File: config.mk
export PLATFORM = sky130hd
export DESIGN_NAME = ll_fifo_drain_arbiter_flat
export DESIGN_NICKNAME = d
export VERILOG_FILES = /design/src/rtl/ll_fifo_drain_arbiter_if.sv /design/src/rtl/ll_fifo_drain_arbiter.sv /design/src/flat_wrapper.sv
export SDC_FILE = /design/constraint.sdc
export NUM_CORES = 1
export LEC_CHECK = 0
export ABC_CLOCK_PERIOD_IN_PS = 2300
export BUFFER_PORTS_ARGS = -buffer_cell sky130_fd_sc_hd__buf_2
export CORE_MARGIN = 1
export CORE_UTILIZATION = 48
export DETAILED_ROUTE_END_ITERATION = 8
export PLACE_DENSITY = 0.79
export SYNTH_ARGS = -nofsm -noshare
export SYNTH_HDL_FRONTEND = slang
export SYNTH_SLANG_ARGS = --single-unit
File: constraint.sdc
create_clock -name clk -period 2.3 [get_ports clk]
set_clock_uncertainty 0.05 [all_clocks]
set_input_delay 0.115 -clock clk [delete_from_list [all_inputs] [get_ports clk]]
set_output_delay 0.115 -clock clk [all_outputs]
set_load 0.05 [all_outputs]
File: src/rtl/ll_fifo_drain_arbiter_if.sv
`default_nettype none
// ============================================================================
// Module   : ll_fifo_drain_arbiter_if
// Brief    : Pop-side bus toward the shared linked-list FIFO plus the tagged
//            valid/ready output stream of the drain arbiter.
// Revision : 1.0  initial release
// ============================================================================
interface ll_fifo_drain_arbiter_if #(
    parameter int WIDTH     = 8,
    parameter int NUM_FIFOS = 2,
    parameter int SEL_WIDTH = $clog2(NUM_FIFOS)
);
    logic [NUM_FIFOS-1:0] empty;
    logic [WIDTH-1:0]     ll_data;
    logic                 pop;
    logic [SEL_WIDTH-1:0] pop_sel;
    logic                 out_valid;
    logic                 out_ready;
    logic [WIDTH-1:0]     out_data;
    logic [SEL_WIDTH-1:0] out_qid;

    // master: the arbiter; slave: the shared FIFO plus downstream consumer
    modport master (
        input  empty, ll_data, out_ready,
        output pop, pop_sel, out_valid, out_data, out_qid
    );

    modport slave (
        output empty, ll_data, out_ready,
        input  pop, pop_sel, out_valid, out_data, out_qid
    );
endinterface
`default_nettype wire

File: src/rtl/ll_fifo_drain_arbiter.sv
`default_nettype none
// ============================================================================
// Module   : ll_fifo_drain_arbiter
// Brief    : Round-robin read engine for linked_list_fifo; pops non-empty
//            queues under a 2-slot credit and streams {qid,data} out.
// Revision : 1.0  initial release
// ============================================================================
module ll_fifo_drain_arbiter #(
    parameter int WIDTH     = 8,
    parameter int NUM_FIFOS = 2,
    parameter int RD_LAT    = 1,
    parameter int CNT_WIDTH = 16,
    parameter int SEL_WIDTH = $clog2(NUM_FIFOS)
) (
    input  wire logic                  clk,
    input  wire logic                  rst,
    input  wire logic                  en,
    ll_fifo_drain_arbiter_if.master    bus,
    output logic                       busy,
    output logic [CNT_WIDTH-1:0]       pop_cnt
);

    localparam logic [1:0] c_ST_IDLE  = 2'd0;
    localparam logic [1:0] c_ST_RUN   = 2'd1;
    localparam logic [1:0] c_ST_DRAIN = 2'd2;
    localparam int         c_IDX_W    = SEL_WIDTH + 1;

    logic [1:0]           r_state;
    logic [1:0]           w_state_nxt;
    logic [SEL_WIDTH-1:0] r_rr_ptr;
    logic [SEL_WIDTH-1:0] w_rr_nxt;
    logic [CNT_WIDTH-1:0] r_pop_cnt;

    logic [WIDTH-1:0]     r_buf_data [2];
    logic [SEL_WIDTH-1:0] r_buf_qid  [2];
    logic                 r_wr_ptr;
    logic                 r_rd_ptr;
    logic [1:0]           r_count;

    logic                 w_deq;
    logic                 w_enq;
    logic [SEL_WIDTH-1:0] w_enq_qid;
    logic                 w_inflight;
    logic [1:0]           w_occ;
    logic                 w_credit;
    logic [SEL_WIDTH-1:0] w_sel;
    logic                 w_found;
    logic                 w_pop;

    assign w_deq = (r_count != 2'd0) && bus.out_ready;

    // A word leaving this cycle frees its slot; an outstanding read still holds one.
    assign w_occ    = r_count - {1'b0, w_deq} + {1'b0, w_inflight};
    assign w_credit = (w_occ < 2'd2);

    always_comb begin : p_arb
        logic [c_IDX_W-1:0] idx;
        idx     = '0;
        w_sel   = '0;
        w_found = 1'b0;
        for (int i = 0; i < NUM_FIFOS; i++) begin
            idx = {1'b0, r_rr_ptr} + c_IDX_W'(i);
            if (idx >= c_IDX_W'(NUM_FIFOS)) begin
                idx = idx - c_IDX_W'(NUM_FIFOS);
            end
            if (!w_found && !bus.empty[idx[SEL_WIDTH-1:0]]) begin
                w_sel   = idx[SEL_WIDTH-1:0];
                w_found = 1'b1;
            end
        end
    end

    assign w_rr_nxt = (w_sel == SEL_WIDTH'(NUM_FIFOS - 1)) ? '0 : (w_sel + SEL_WIDTH'(1));

    assign w_pop       = (r_state == c_ST_RUN) && w_found && w_credit;
    assign bus.pop     = w_pop;
    assign bus.pop_sel = w_pop ? w_sel : '0;

    generate
        if (RD_LAT == 0) begin : g_lat0
            assign w_inflight = 1'b0;
            assign w_enq      = w_pop;
            assign w_enq_qid  = w_sel;
        end else begin : g_lat1
            logic                 r_infl_vld;
            logic [SEL_WIDTH-1:0] r_infl_qid;

            always_ff @(posedge clk or negedge rst) begin
                if (!rst) begin
                    r_infl_vld <= 1'b0;
                    r_infl_qid <= '0;
                end else begin
                    r_infl_vld <= w_pop;
                    if (w_pop) begin
                        r_infl_qid <= w_sel;
                    end
                end
            end

            assign w_inflight = r_infl_vld;
            assign w_enq      = r_infl_vld;
            assign w_enq_qid  = r_infl_qid;
        end
    endgenerate

    always_ff @(posedge clk or negedge rst) begin
        if (!rst) begin
            for (int k = 0; k < 2; k++) begin
                r_buf_data[k] <= '0;
                r_buf_qid[k]  <= '0;
            end
            r_wr_ptr <= 1'b0;
            r_rd_ptr <= 1'b0;
            r_count  <= 2'd0;
        end else begin
            if (w_enq) begin
                r_buf_data[r_wr_ptr] <= bus.ll_data;
                r_buf_qid[r_wr_ptr]  <= w_enq_qid;
                r_wr_ptr             <= ~r_wr_ptr;
            end
            if (w_deq) begin
                r_rd_ptr <= ~r_rd_ptr;
            end
            r_count <= r_count + {1'b0, w_enq} - {1'b0, w_deq};
        end
    end

    assign bus.out_valid = (r_count != 2'd0);
    assign bus.out_data  = r_buf_data[r_rd_ptr];
    assign bus.out_qid   = r_buf_qid[r_rd_ptr];

    always_comb begin
        w_state_nxt = r_state;
        case (r_state)
            c_ST_IDLE:  if (en) w_state_nxt = c_ST_RUN;
            c_ST_RUN:   if (!en) w_state_nxt = c_ST_DRAIN;
            c_ST_DRAIN: begin
                if (en) begin
                    w_state_nxt = c_ST_RUN;
                end else if (!w_inflight && (r_count == 2'd0)) begin
                    w_state_nxt = c_ST_IDLE;
                end
            end
            default:    w_state_nxt = c_ST_IDLE;
        endcase
    end

    always_ff @(posedge clk or negedge rst) begin
        if (!rst) begin
            r_state   <= c_ST_IDLE;
            r_rr_ptr  <= '0;
            r_pop_cnt <= '0;
        end else begin
            r_state <= w_state_nxt;
            if (w_pop) begin
                r_rr_ptr  <= w_rr_nxt;
                r_pop_cnt <= r_pop_cnt + CNT_WIDTH'(1);
            end
        end
    end

    assign pop_cnt = r_pop_cnt;
    assign busy    = (r_state != c_ST_IDLE) || w_inflight || (r_count != 2'd0);

endmodule
`default_nettype wire
File: src/flat_wrapper.sv
// flat-port wrapper written by rule: the top's interface ports become plain ports
module ll_fifo_drain_arbiter_flat 
#(
    parameter int WIDTH     = 8,
    parameter int NUM_FIFOS = 2,
    parameter int RD_LAT    = 1,
    parameter int CNT_WIDTH = 16,
    parameter int SEL_WIDTH = $clog2(NUM_FIFOS)
)
  (clk, rst, en, busy, pop_cnt, bus_empty, bus_ll_data, bus_out_ready, bus_pop, bus_pop_sel, bus_out_valid, bus_out_data, bus_out_qid);
  ll_fifo_drain_arbiter_if #(.WIDTH(WIDTH), .NUM_FIFOS(NUM_FIFOS), .SEL_WIDTH(SEL_WIDTH)) bus_i ();
  input  wire logic clk;
  input  wire logic rst;
  input  wire logic en;
  output logic busy;
  output logic [CNT_WIDTH-1:0] pop_cnt;
  input wire logic [$bits(bus_i.empty)-1:0] bus_empty;
  input wire logic [$bits(bus_i.ll_data)-1:0] bus_ll_data;
  input wire logic [$bits(bus_i.out_ready)-1:0] bus_out_ready;
  output wire logic [$bits(bus_i.pop)-1:0] bus_pop;
  output wire logic [$bits(bus_i.pop_sel)-1:0] bus_pop_sel;
  output wire logic [$bits(bus_i.out_valid)-1:0] bus_out_valid;
  output wire logic [$bits(bus_i.out_data)-1:0] bus_out_data;
  output wire logic [$bits(bus_i.out_qid)-1:0] bus_out_qid;
  assign bus_i.empty = bus_empty;
  assign bus_i.ll_data = bus_ll_data;
  assign bus_i.out_ready = bus_out_ready;
  assign bus_pop = bus_i.pop;
  assign bus_pop_sel = bus_i.pop_sel;
  assign bus_out_valid = bus_i.out_valid;
  assign bus_out_data = bus_i.out_data;
  assign bus_out_qid = bus_i.out_qid;
  ll_fifo_drain_arbiter #(.WIDTH(WIDTH), .NUM_FIFOS(NUM_FIFOS), .RD_LAT(RD_LAT), .CNT_WIDTH(CNT_WIDTH), .SEL_WIDTH(SEL_WIDTH)) u_core (.clk(clk), .rst(rst), .en(en), .bus(bus_i), .busy(busy), .pop_cnt(pop_cnt));
endmodule
======== After elaboration in Yosys (flattened, before gate mapping) ========
Cells that the tools add are included.
operators by class
  $add $sub $neg .......................... 9
  order comparisons ....................... 8
  eq/ne operators ......................... 5
  multiplexer cells ....................... 29
  bitwise operators ....................... 4
  reductions and logical operators ........ 15
operators by type and width
  cell                                                                           number
  8-bit two-way mux                                                              4
  16-bit by 1-bit adder with 16-bit output (second input constant)               1
  16-bit bitwise mux                                                             1
  1-bit two-way mux                                                              16
  8-bit demux with 1-bit select                                                  1
  2-bit two-way mux                                                              4
  2-bit >= comparator (second input constant)                                    3
  1-bit logical AND                                                              6
  2-bit one-hot mux with 3 select lines                                          1
  2-bit by 1-bit adder with 2-bit output                                         2
  2-bit zero test                                                                2
  1-bit by 2-bit less-than comparator with 1-bit output (second input constant)  2
  2-bit != test (second input constant)                                          2
  1-bit NOT with 2-bit output                                                    2
  2-bit nonzero test                                                             2
  2-bit by 1-bit subtractor with 2-bit output                                    2
  3-bit by 2-bit != test with 1-bit output (second input constant)               1
  3-bit AND reduction                                                            1
  1-bit by 1-bit adder with 2-bit output (second input constant)                 1
  2-bit bitwise mux                                                              1
  2-bit by 1-bit equality test with 1-bit output (second input constant)         1
  2-bit equality test (second input constant)                                    1
  1-bit by 2-bit >= comparator with 1-bit output (second input constant)         1
  1-bit zero test                                                                2
  other kinds (7)                                                                10
storage, ports and cells
  flip-flop bits (word level) ............. 43
  bits of input ports ..................... 14

======== Logic depth before layout (Yosys ltp) ========
Gate-level depths: netlist (run 1).
  depth in word-level cells ............... 11
  gate-level depth with buffers ........... 10
  mapped depth without buffers ............ 10

======== Least setup slack after synthesis (run 1) ========
OpenSTA, ideal clock, no wires.
  path kind ............................... flip-flop to flip-flop
  from .................................... reg u_core.r_count[0]
  to ...................................... reg u_core.r_rr_ptr
  arrival time ............................ 2.743 ns
  data required time ...................... 2.091 ns
  setup slack ............................. -0.652 ns
  cell stages (with the launch flop) ...... 10
  path buffers ............................ 0
  cell sequence ........................... dfrtp_1 -> or2_2 -> and2_1 -> ha_1 -> inv_1 -> ha_1 -> xnor3_2 -> nand3_2 -> nor3_2 -> nor2_1
on the way
  cells in the longest elaborated chain, start to end .. 6
ends and longest elaborated chain
  what                                         RTL line                      text
  start, declared                              ll_fifo_drain_arbiter.sv:38   logic [1:0] r_count;
  start signal, assigned                       ll_fifo_drain_arbiter.sv:124  r_count <= r_count + {1'b0, w_enq} - {1'b0, w_deq};
  2-bit nonzero test                           -
  named net bus_out_valid                      flat_wrapper.sv:22            output wire logic [$bits(bus_i.out_valid)-1:0] bus_out_valid;
  1-bit logical AND                            ll_fifo_drain_arbiter.sv:50   assign w_deq = (r_count != 2'd0) && bus.out_ready;
  named net u_core.w_deq                       ll_fifo_drain_arbiter.sv:40   logic w_deq;
  2-bit by 1-bit subtractor with 2-bit output  ll_fifo_drain_arbiter.sv:53   assign w_occ = r_count - {1'b0, w_deq} + {1'b0, w_inflight};
  2-bit by 1-bit adder with 2-bit output       ll_fifo_drain_arbiter.sv:53
  2-bit less-than comparator                   ll_fifo_drain_arbiter.sv:54   assign w_credit = (w_occ < 2'd2);
  1-bit logical AND                            ll_fifo_drain_arbiter.sv:75   assign w_pop = (r_state == c_ST_RUN) && w_found && w_credit;
  end signal, assigned                         ll_fifo_drain_arbiter.sv:156  r_rr_ptr <= w_rr_nxt;
  end, declared                                ll_fifo_drain_arbiter.sv:30   logic [SEL_WIDTH-1:0] r_rr_ptr;
The timed path passes the listed nets, and every way through them passes these cells.
A chain may end at the register's enable or synchronous reset.

======== Final worst setup path (run 1) ========
  from .................................... reg u_core.r_count[1]
  to ...................................... out bus_pop_sel
on the way
  cells in the longest elaborated chain, start to end .. 7
ends and longest elaborated chain
  what                                         RTL line                     text
  2-bit nonzero test                           ll_fifo_drain_arbiter.sv:50
  1-bit logical AND                            ll_fifo_drain_arbiter.sv:50
  named net u_core.w_deq                       ll_fifo_drain_arbiter.sv:40
  2-bit by 1-bit subtractor with 2-bit output  ll_fifo_drain_arbiter.sv:53
  2-bit by 1-bit adder with 2-bit output       ll_fifo_drain_arbiter.sv:53
  2-bit less-than comparator                   ll_fifo_drain_arbiter.sv:54
  1-bit logical AND                            ll_fifo_drain_arbiter.sv:75
  1-bit two-way mux                            ll_fifo_drain_arbiter.sv:77  assign bus.pop_sel = w_pop ? w_sel : '0;
  end, declared                                flat_wrapper.sv:21           output wire logic [$bits(bus_i.pop_sel)-1:0] bus_pop_sel;
The timed path passes the listed nets, and every way through them passes these cells.

==> impl_results.md, run 1 <==
* Status: complete, but fails checks
* Failing checks: negative setup slack
* Period minus WS final at about 2.4 ns
* CP Class: reg -> out
* FF+latch count, synth at 43
* Initial antenna violation count at 0
* CTS Buffer Depth at 2
* H-tree levels at 2
* DRT antenna net count at 0
* Hold WC Path Type: in -> reg
* Rel. slew slack at 39.9%
* Actual slew at the worst max-slew pin at between 0.9 and 1 ns
* # clock sinks at 43
* Number of global-route vias before repair at between 1,000 and 1,500
* CTS tree: done
* Final Cycle Share at 106%
* Row cnt at 22
* Die ar. at around 0.0042 mm2
* Design area at roughly 0.0025 mm2
* Arr. time, crit path at approximately 2.3 ns
* Pwr/cell area at 1360 mW/mm2
* Gpl congestion at just over 0.7
* Vias per std cell at 5.18
* Yosys warns at 0
* Max-cap viol count at 0
* DRC viols at 0
* Critical Path End Type: output pin
* DP Area at approximately 0.0022 mm2
* Critical Path Fanout Max at 3
* DP HPWL at 2500 um
* Routed len/inst at ~15 um
* Congestion Overflow GR at 0
* Sequential-to-total area share from yosys stat at a little under three fifths
* Slowest stage delay, CP at 0.39 ns
* Via count at between 1,000 and 1,500
* RSZ-0062 raised after global routing: yes
* Distinct cells, synth at 28
* Startpoint Class: register
* Die W at roughly 65 um
* Setup violations, final at 6
* Skew-Pair Late Insertion Delay at approximately 0.30 ns
* Worst Slack Setup Final at -0.128 ns
* Slowest cell on the critical path: dfrtp_1
* DR pass1 iterations at 4
* WP buf/inv at 2
* Final wirelength at approximately 3800 um
* Syn Std Cell Area at 0.00191 mm2
* Post-Syn Instances at 147
* Maximum number of pins on one net before global-route repair at 44
* VDD IR max at between 0.001 and 0.0015 V
* CP required at between 2 and 2.5 ns
* Util after Layout at 68.0%
* Die height at 65.1 um
* Total CTS buffers at 5
* I/O pins at 43
* Leading cell type in the layout, fill and taps excluded: dfrtp_1
* Total chip power at between 3 and 4 mW
* Dpl ws at 0.0109 ns
* Final hold vios at 0
* Initial cell density of the core at 51.0%
* Antenna diode count at 0
* F_max at between 400 and 500 MHz
* Syn_area_per_cell at 13.0 um2
* Core area at ~0.0037 mm2
* Port buffer count at 42
* Fin nets at approximately 230
* Clock transition at the registers of the reported paths at about 0.090 ns
* Crit-path cells: or2_4 -> and2_4 -> ha_4 -> inv_2 -> ha_4 -> xnor3_2 -> nand3_4 -> nor3_4 -> buf_6
* Synth Net Count at between 150 and 200
* First-pass GRT wire length at just over 6000 um
* Clk root buf: clkbuf_8
* Gr usage total at 19.2%
* Share of cells above drive strength 1 at slightly below 50%
* CP top delay family: simple AND/OR/NAND/NOR gates
* Max Slew Vio Count at 0
* Cell repeated most along the worst path: ha_4
* Detailed Route Iter0 Violations at 49
* Most frequent cells in the layout: dfrtp_1, buf_2, mux2_2
* Layout area overhead at 33.3%
* Leak Pwr at 1.27 nW
==> where the power goes <==
| group | total (mW) | switching, mW | internal [mW] |
|---|---|---|---|
| clock | 0.495 | 0.278 | 0.217 |
| sequential | 1.23 | 0.209 | 1.02 |
| combinational | 1.74 | 1.07 | 0.674 |
==> flip-flops by register name (all words and copies together), names as in the netlist <==
register                  flops
u_core.r_buf_data            16
u_core.r_rr_ptr               1
u_core.r_wr_ptr               1
u_core.r_state                2
u_core.r_rd_ptr               1
u_core.r_count                2
u_core.r_buf_qid              2
u_core.pop_cnt               16
u_core.g_lat1.r_infl_qid      1
u_core.g_lat1.r_infl_vld      1
==> worst reg2reg max path, cell delays in order (launching register included) <==
cell and delay (ns):
dfrtp_1 0.39, or2_4 0.25, and2_4 0.15, ha_4 0.26, inv_2 0.03, ha_4 0.14
xnor3_2 0.24, buf_4 0.15, nand4_4 0.17, nor4_4 0.33, xor2_1 0.17
==> final cells by class <==
class / count / area, um2
tap: 48 / 60.1
multi-input combinational: 96 / 922
sequential: 43 / 1080
clock buffer: 5 / 68.8
inverter: 7 / 26.3
fill: 280 / 1200
clock inverter: 3 / 23.8
timing repair buffer: 59 / 370
==> worst paths after layout <==
kind / endpoint / cells after the start / slack, ns / startpoint
setup reg to reg: u_core.pop_cnt[11]$_DFFE_PN0P_ / 10 / -0.11 / u_core.r_count[1]$_DFF_PN0_
min in group asynchronous: u_core.r_buf_data[8]$_DFFE_PN0P_ / 2 / 0.42 / rst
max in group asynchronous: u_core.pop_cnt[9]$_DFFE_PN0P_ / 2 / 1.22 / rst
hold reg to reg: u_core.pop_cnt[6]$_DFFE_PN0P_ / 1 / 0.44 / u_core.pop_cnt[6]$_DFFE_PN0P_
hold / removal: u_core.r_buf_data[14]$_DFFE_PN0P_ / 2 / 0.003 / bus_ll_data[6]
setup / recovery: bus_pop_sel / 9 / -0.13 / u_core.r_count[1]$_DFF_PN0_
==> cells in the mapped netlist <==
library cell	count	share of area (%)
and2_1	1	0.33
or2_2	1	0.33
mux2_2	23	14
nor2b_1	3	0.98
or3_1	2	0.65
dfrtp_1	43	56
a21oi_1	1	0.26
nand3_1	4	1.0
nor3_1	6	1.6
inv_2	1	0.20
xnor2_1	6	2.8
clkbuf_1	2	0.39
ha_1	3	2.0
nor3_2	1	0.52
nor2_1	6	1.2
nand4_1	3	0.98
nand4_4	1	1.1
and3_1	1	0.33
nand3_2	1	0.52
nor4_2	3	2.0
xnor3_2	1	1.2
nand2_1	10	2.0
mux2_1	4	2.4
and4_1	1	0.46
xor2_1	11	5.0
a21boi_0	1	0.39
a21o_1	1	0.39
inv_1	6	1.2
==> stage by stage <==
step / cells / setup TNS [ns] / hold slack (ns)
after floorplan: 147 / -0.800 / -0.231
after global placement: 238 / 0 / 0.229
after detailed placement: 238 / 0 / 0.246
after CTS: 258 / -0.514 / 0.00386
after global routing: 261 / -1.63 / 0.00768
final: 261 / -0.473 / 0.00317
==> routing by layer <==
metal / routed length [um] / global-route usage [%] / vias up
met1: 1600 / 21.6 / 664
met3: 157 / 4.34 / 7
met4: 74 / 7.07 / 0
met2: 1980 / 35.4 / 39
met5: 0 / 0 / -
li1: - / - / 641
==> logic make-up (layout without fill, tap and decap cells) <==
family          count (synthesis)  count (layout)  share of synthesized area [%]
xor+xnor                       18              18                           9.04
buf+inv                         9              74                           1.77
fa+ha+maj                       3               3                           1.96
flops                          43              43                           56.3
simple gates                   44              45                           14.0
mux                            27              27                           15.9
compound gates                  3               3                           1.05
==> timing repair <==
action,4_1_cts,5_1_grt
setup endpoints to repair,5,13
pin swaps,3,8
gates resized for setup,8,7
hold endpoints to repair,52,0
hold buffers,8,0
cloned,0,1
buffers inserted,4,2
(Power assumes the default switching activity.)
==> inputs of run 2 (changes only) <==
--- a/config.mk
+++ b/config.mk
@@ -7,6 +7,7 @@
 export LEC_CHECK = 0
 export ABC_CLOCK_PERIOD_IN_PS = 2300
 export BUFFER_PORTS_ARGS = -buffer_cell sky130_fd_sc_hd__buf_2
+export CORE_ASPECT_RATIO = 0.8
 export CORE_MARGIN = 1
 export CORE_UTILIZATION = 48
 export DETAILED_ROUTE_END_ITERATION = 8
==> run 2 against run 1 <==
  * The flow still finishes with violations (negative setup slack)
  * Sequential power about the same
  * Non-clock buffer count down 1
  * Die area about the same
  * Final cell count up 1.9%
  * Count of clock-buffer cells in the layout up 1
  * Critical path depth unchanged
  * Combinational power up 5%
  * Flip-flop and latch count unchanged
  * Fmax down 0.89%
  * First-iteration DRC count down 12%
  * Utilization up 0.21 points
  * Largest cell class unchanged
==> impl_results.md, run 2 (synthesis gave the netlist of run 1 again) <==
* Status: complete, but fails checks
* Failing checks: negative setup slack
* Maximum number of pins on one net before global-route repair at between 40 and 50
* Die height at just under 60 um
* Footprint of the multi-input gates at 920 um2
* Initial cell density of the core at approximately half
* Fin nets at about 230
* Clock transition at the registers of the reported paths at 0.08 ns
* Initial antenna violation count at 0
* RSZ-0062 raised after global routing: yes
* Util after Layout at about two thirds
* Fill cells at between 200 and 300
* Max-cap viol count at 0
* Row cnt at 20
* Critical Path End Type: output pin
* Clk root buf: clkbuf_8
* Share of cells above drive strength 1 at approximately half
* Startpoint Class: register
* H-tree levels at 2
* Max Slew Vio Count at 0
* Skew-Pair Late Insertion Delay at 0.30 ns
* Actual slew at the worst max-slew pin at around 0.91 ns
* Slowest stage delay, CP at about 0.39 ns
* WP buf/inv at 2
* Most frequent cells in the layout: dfrtp_1, buf_2, mux2_2
* First-pass GRT wire length at around 6400 um
* Reg area at 0.00108 mm2
* DRC viols at 0
* Pwr/cell area at between 1000 and 1500 mW/mm2
* F_max at between 400 and 500 MHz
* Detailed Route Iter0 Violations at 43
* Arr. time, crit path at ~2.3 ns
* Slowest cell on the critical path: dfrtp_1
* Final setup TNS at -0.941 ns
* Core area at 0.00380 mm2
* Final Cycle Share at 107%
* Leading cell type in the layout, fill and taps excluded: dfrtp_1
* CTS tree: done
* Cell repeated most along the worst path: ha_4
* Period minus WS final at ~2.5 ns
* Total CTS buffers at 5
* Die ar. at 0.00424 mm2
* I/O pins at 43
* Antenna diode count at 0
* Gpl congestion at 0.799
* Vias per std cell at around 5.0
* Final hold vios at 0
* Routed len/inst at 14.7 um
* Critical Path Fanout Max at 3
* DR pass1 iterations at 4
* Leak Pwr at between 1 and 1.5 nW
* CP Class: reg -> out
* Dpl ws at -0.0336 ns
* # clock sinks at 43
* CTS Buffer Depth at 2
* Hold WC Path Type: in -> reg
* Congestion Overflow GR at 0
* Rel. slew slack at 39.4%
* Gr usage total at 20.7%
* Number of global-route vias before repair at roughly 1,400
* Die W at just over 70 um
* DRT antenna net count at 0
* Port buffer count at 42
* VDD IR max at 0.000942 V
* CP required at around 2.1 ns
* Setup violations, final at 13
* DP HPWL at about 2600 um
* Final wirelength at 3900 um
* Layout area overhead at 35.9%
* Via count at approximately 1,300
* CP top delay family: simple AND/OR/NAND/NOR gates
* Worst Slack Setup Final at -0.150 ns
* Crit-path cells: or2_4 -> and2_4 -> ha_4 -> inv_2 -> ha_4 -> xnor3_2 -> nand3_4 -> nor3_4 -> buf_6
[run 2: cell types whose count changed in the layout (fill, tap and decap cells not counted), sizes merged]
cell	delta
bufinv	+1
inv	-1
dlygate4sd3	-4
nand4	-1
clkinv	+1
clkinvlp	-2
clkbuf	+1
buf	+3
[run 2: stage by stage]
stage / hold WS [ns] / power, mW / instance area (um2) / std cells
5_1_grt: 0.00704 / 3.87 / 2600 / 266
3_5_place_dp: 0.231 / 2.87 / 2250 / 245
3_3_place_gp: 0.227 / 2.79 / 2250 / 245
6_report: 0.00911 / 3.66 / 2600 / 266
2_1_floorplan: -0.231 / 2.51 / 1950 / 147
4_1_cts: 0.00572 / 3.58 / 2480 / 263
[run 2: per-layer routing]
| layer | wire [um] | track usage (%) | vias up | share of wire, % |
|---|---|---|---|---|
| met2 | 2010 | 33.9 | 33 | 52 |
| met5 | 0 | 0 | - | 0 |
| met1 | 1690 | 26.5 | 664 | 43 |
| li1 | - | - | 634 | - |
| met4 | 71 | 10.1 | 0 | 1.8 |
| met3 | 130 | 4.28 | 7 | 3.3 |
[run 2: worst paths after layout]
kind / from / to / slack [ns] / cells after the start
max in group asynchronous: rst / u_core.pop_cnt[14]$_DFFE_PN0P_ / 1.19 / 2
min reg2reg: u_core.pop_cnt[15]$_DFFE_PN0P_ / u_core.pop_cnt[15]$_DFFE_PN0P_ / 0.44 / 1
max: u_core.r_count[0]$_DFF_PN0_ / bus_pop_sel / -0.15 / 9
min in group asynchronous: rst / u_core.r_buf_data[12]$_DFFE_PN0P_ / 0.44 / 2
min: bus_ll_data[4] / u_core.r_buf_data[12]$_DFFE_PN0P_ / 0.009 / 2
max reg2reg: u_core.r_count[0]$_DFF_PN0_ / u_core.pop_cnt[11]$_DFFE_PN0P_ / -0.13 / 10
[run 2: area by class of cell]
type	count	area share [%]
repair buffers	58	14.7
well taps	55	2.65
flip-flops and latches	43	41.4
inverters	7	1.30
clock inverters	2	1.35
clock buffers	6	3.18
multi-input cells	95	35.4
[run 2: power breakdown]
group          switching (mW)  internal (mW)  total, mW  leakage (nW)
Sequential              0.211           1.02       1.23         0.529
Clock                   0.253          0.351      0.605        0.0612
Combinational            1.09          0.731       1.83         0.700
Total                    1.56           2.10       3.66          1.29
[run 2: what timing repair did]
action                     CTS  global route
buffers inserted             6             3
pin swaps                    4             5
hold buffers                 4             0
gates resized for setup      8            18
setup endpoints to repair    4            14
hold endpoints to repair    46             0
